### src/rtl/exec_ctrl_pkg.sv
// Shared definitions for the execution controller: FSM encodings and default widths.
package exec_ctrl_pkg;

    typedef enum logic [1:0] {
        ST_IDLE = 2'b00,
        ST_RUN  = 2'b01,
        ST_STEP = 2'b10,
        ST_HALT = 2'b11
    } state_t;

    localparam int DEF_MSB   = 11;
    localparam int DEF_CNT_W = 16;

endpackage

### src/rtl/sat_counter.sv
// Saturating up-counter with synchronous clear; clear wins over increment.
module sat_counter #(
    parameter int CNT_W = 16
) (
    input  logic             clk,
    input  logic             rst_n,
    input  logic             inc,
    input  logic             clr,
    output logic [CNT_W-1:0] count
);

    always_ff @(posedge clk or negedge rst_n) begin
        if (!rst_n) begin
            count <= '0;
        end else if (clr) begin
            count <= '0;
        end else if (inc && (count != '1)) begin
            count <= count + CNT_W'(1);
        end
    end

endmodule

### src/rtl/exec_control.sv
// Run/step/halt controller for a small CPU program counter.
// Optional cycle counter enabled by defining EXEC_CYCLE_COUNT_EN.
module exec_control
    import exec_ctrl_pkg::*;
#(
    parameter int MSB   = DEF_MSB,
    parameter int CNT_W = DEF_CNT_W
) (
    input  logic             i_clk,
    input  logic             i_rst,
    input  logic             i_start,
    input  logic             i_step,
    input  logic             i_clear,
    input  logic             i_halt_op,
    input  logic [MSB-1:0]   i_pc,
    output logic             o_pc_en,
    output logic             o_pc_clr,
    output logic             o_halted,
    output logic             o_done,
    output logic             o_busy,
    output logic [MSB-1:0]   o_halt_pc,
    output logic [CNT_W-1:0] o_cycles,
    output logic [1:0]       o_state
);

    state_t         state;
    state_t         state_next;
    logic           step_armed;
    logic           pc_clr_q;
    logic           done_q;
    logic [MSB-1:0] halt_pc_q;
    logic           halt_load;
    logic           pc_en;

    always_comb begin
        state_next = state;
        pc_en      = 1'b0;
        halt_load  = 1'b0;
        case (state)
            ST_IDLE: begin
                if (i_start) begin
                    state_next = ST_RUN;
                end else if (i_step && step_armed) begin
                    state_next = ST_STEP;
                end
            end
            ST_RUN: begin
                if (i_halt_op) begin
                    state_next = ST_HALT;
                end
            end
            ST_STEP: begin
                state_next = i_halt_op ? ST_HALT : ST_IDLE;
            end
            ST_HALT: begin
                state_next = ST_HALT;
            end
            default: begin
                state_next = ST_IDLE;
            end
        endcase
        if (i_clear) begin
            state_next = ST_IDLE;
        end
        pc_en     = ((state == ST_RUN) || (state == ST_STEP)) && !i_halt_op && !pc_clr_q;
        halt_load = ((state == ST_RUN) || (state == ST_STEP)) && (state_next == ST_HALT);
    end

    // step_armed makes STEP edge-qualified: a held i_step fires once, then must drop in IDLE.
    always_ff @(posedge i_clk or negedge i_rst) begin
        if (!i_rst) begin
            state      <= ST_IDLE;
            step_armed <= 1'b1;
            pc_clr_q   <= 1'b0;
            done_q     <= 1'b0;
            halt_pc_q  <= '0;
        end else begin
            state    <= state_next;
            pc_clr_q <= i_clear;
            done_q   <= halt_load;
            if (halt_load) begin
                halt_pc_q <= i_pc;
            end
            if ((state == ST_IDLE) && (state_next == ST_STEP)) begin
                step_armed <= 1'b0;
            end else if ((state == ST_IDLE) && !i_step) begin
                step_armed <= 1'b1;
            end
        end
    end

    assign o_pc_en   = pc_en;
    assign o_pc_clr  = pc_clr_q;
    assign o_done    = done_q;
    assign o_halted  = (state == ST_HALT);
    assign o_busy    = (state == ST_RUN) || (state == ST_STEP);
    assign o_halt_pc = halt_pc_q;
    assign o_state   = state;

`ifdef EXEC_CYCLE_COUNT_EN
    // Clearing on the sampled i_clear makes the count read 0 in the o_pc_clr cycle.
    sat_counter #(
        .CNT_W (CNT_W)
    ) u_cycles (
        .clk   (i_clk),
        .rst_n (i_rst),
        .inc   (pc_en),
        .clr   (i_clear),
        .count (o_cycles)
    );
`else
    assign o_cycles = '0;
`endif

endmodule

### config.mk
export PLATFORM = sky130hd
export DESIGN_NAME = exec_control
export DESIGN_NICKNAME = d
export VERILOG_FILES = /design/src/rtl/exec_ctrl_pkg.sv /design/src/rtl/sat_counter.sv /design/src/rtl/exec_control.sv
export SDC_FILE = /design/constraint.sdc
export NUM_CORES = 1
export LEC_CHECK = 0
export CAP_MARGIN = 20
export CORE_UTILIZATION = 40
export DETAILED_ROUTE_END_ITERATION = 12
export PLACE_DENSITY = 0.82
export SLEW_MARGIN = 30
export SYNTH_ARGS = -nofsm -noshare
export SYNTH_HDL_FRONTEND = slang
export SYNTH_SLANG_ARGS = --single-unit
### constraint.sdc
create_clock -name i_clk -period 5.1 [get_ports i_clk]
set_input_delay 1.02 -clock i_clk [delete_from_list [all_inputs] [get_ports i_clk]]
set_output_delay 1.02 -clock i_clk [all_outputs]
set_load 0.1 [all_outputs]
==> impl_metrics.json <==
{
  "start_util": 0.442,
  "post-route-min-period_ns": 3.83,
  "synth_area_um2": 902,
  "tns_ns": 0,
  "hold_depth": 1,
  "synth_top_area_share": 0.416,
  "grt_overflow_total": 0,
  "cts_root_buffer": "clkbuf_4",
  "cp-start-kind": "primary input",
  "r2r-end": "o_halt_pc[0]",
  "yosysTopAreaCell": "dfrtp_1",
  "setup_viol": 0,
  "tightest_slew_ns": 0.974,
  "fin_skew_ns": 0.00241,
  "area_growth_syn_to_layout_pct": 37.7,
  "period_share": 0.751,
  "ys_ff_latch": 16,
  "crit_type": "in2out",
  "ctsHoldBuffers": 0,
  "drv_cap": 0,
  "r2r-start": "o_state[1]",
  "core_um2": 2040,
  "num_antenna_cells": 0,
  "layout-drive-gt1-share": 0.190,
  "max_freq_mhz": 261,
  "synth_most_common_cell": "buf_4",
  "synth-seq-area-share": 0.445,
  "ys_warn_count": 0,
  "grt.met3_usage": 0.0309,
  "grt_max_degree": 17,
  "ys_dominant_reg_cell": "dfrtp_1",
  "synth_common_cells": "buf_4, dfrtp_1, mux2_4",
  "synth_edf_count": 0,
  "hpwlAfterDp_mm": 1.29,
  "yosys.cell_types.count": 21,
  "cts_resized": 0,
  "hold-path-endpoint": "o_halt_pc[1]",
  "drt-pass1-iter-count": 4,
  "async_reset_ff_frac": 1.00,
  "place.port_buffers": 34,
  "relSlewSlack": 0.349,
  "detail_route.wl_per_cell_um": 12.3,
  "die-area_um2": 2450,
  "synth_cells": 69,
  "clkTransAtPathRegs_ns": 0.09,
  "cts.sinks": 16,
  "drt-total-wl_mm": 1.62,
  "die_x_um": 49.5,
  "hold_class": "reg2reg",
  "place.gp.congestion": 0.832,
  "vias": 581,
  "fp.dieH_um": 49.5,
  "grt_pass1_vias": 624,
  "grt_busiest_layer": "met2",
  "post-cts-setup-buffers": 0,
  "fin_nets": 128,
  "end_kind": "output port",
  "drc": 0,
  "status": "finished clean",
  "clockBufferDepth": 2,
  "cts_tree": "yes",
  "hp-start": "o_halt_pc[1]",
  "regToRegSetupSlack_ns": 2.74,
  "arrival_ns": 2.81,
  "grt_setup_unrepaired": "no",
  "use_met1": 0.173,
  "drtAntennaViolNets": 0,
  "grt_use_total": 0.150,
  "fillers": 177,
  "clock_latency_ns": 0.27,
  "grt_pass1_wl_mm": 2.82,
  "final-max-slew-violation-count": 0,
  "cts.htree.levels": 1,
  "core.rowCount": 16,
  "ys_top_cells_by_area": "dfrtp_1, mux2_4, buf_4",
  "drtIter0Drc": 1,
  "required_ns": 4.08,
  "antenna_found_initial": 0,
  "use_met2": 0.276,
  "hold_viol": 0,
  "path_max_fanout": 3,
  "io-pin-count": 51,
  "syn_area_per_cell_um2": 13.1,
  "avgViaCountPerCell": 4.40,
  "numCtsBuffers": 3,
  "worstRegToRegCells": 6
}
==> critical path: stages <==
cell and delay [ns]:
clkdlybuf4s50_1 0.46, nor3b_2 0.19, clkdlybuf4s50_1 1.14
==> through the flow <==
| step | hold slack, ns | cells | setup WS, ns | cell area, µm² | util |
|---|---|---|---|---|---|
| 6_report | 0.512 | 132 | 1.27 | 1240 | 0.608 |
| 5_1_grt | 0.531 | 132 | 1.23 | 1240 | 0.608 |
| 4_1_cts | 0.517 | 132 | 1.27 | 1240 | 0.608 |
| 3_5_place_dp | 0.493 | 128 | 1.27 | 1210 | 0.591 |
| 3_3_place_gp | 0.494 | 128 | 1.30 | 1210 | 0.591 |
| 2_1_floorplan | 0.505 | 84 | 0.636 | 963 | - |
==> worst max-delay path by stage <==
stage                          start  endpoint  slack (ns)
after floorplan           o_state[1]   o_pc_en        0.64
after global placement     i_halt_op   o_pc_en        1.30
after detailed placement   i_halt_op   o_pc_en        1.27
after CTS                  i_halt_op   o_pc_en        1.27
after global routing       i_halt_op   o_pc_en        1.23
final                      i_halt_op   o_pc_en        1.27
==> logic make-up (layout without fill, tap and decap cells) <==
kind of cell | after synthesis | in the layout | synth area share
other cells | 1 | 16 | 0.00416
buf+inv | 23 | 44 | 0.171
fa+ha+maj | 5 | 5 | 0.0693
flops | 16 | 16 | 0.445
simple gates | 5 | 5 | 0.0416
mux | 11 | 11 | 0.175
compound gates | 8 | 8 | 0.0943
==> layer usage <==
layer	vias up	wire, µm
met4	0	0
met1	271	663
li1	273	-
met5	-	0
met2	37	834
met3	0	120
==> final cells by class <==
type / instances / area [µm²] / area share
multi-input cells: 45 / 408 / 0.328
clock buffers: 4 / 36.3 / 0.0292
well taps: 27 / 33.8 / 0.0272
flip-flops and latches: 16 / 402 / 0.323
repair buffers: 34 / 340 / 0.274
inverters: 6 / 22.5 / 0.0181
==> cell usage in the layout (no fill, tap or decap), drive strengths merged <==
cell type,count
a2111oi,1
a211oi,1
a21bo,1
a21oi,2
a311oi,1
a31oi,1
clkbuf,4
clkdlybuf4s50,34
conb,16
dfrtp,15
dfstp,1
ha,5
inv,6
mux2,11
nand3,1
nor3,1
nor3b,1
o32ai,1
or2,1
or3b,1
==> sequential cells by signal, summed over array words and instances (netlist names) <==
name / flops
o_halt_pc: 11
o_state: 2
step_armed: 1
o_done: 1
o_pc_clr: 1
Power is not shown: default switching activity piles up to over one toggle a cycle in this logic, so the estimate is an artifact.
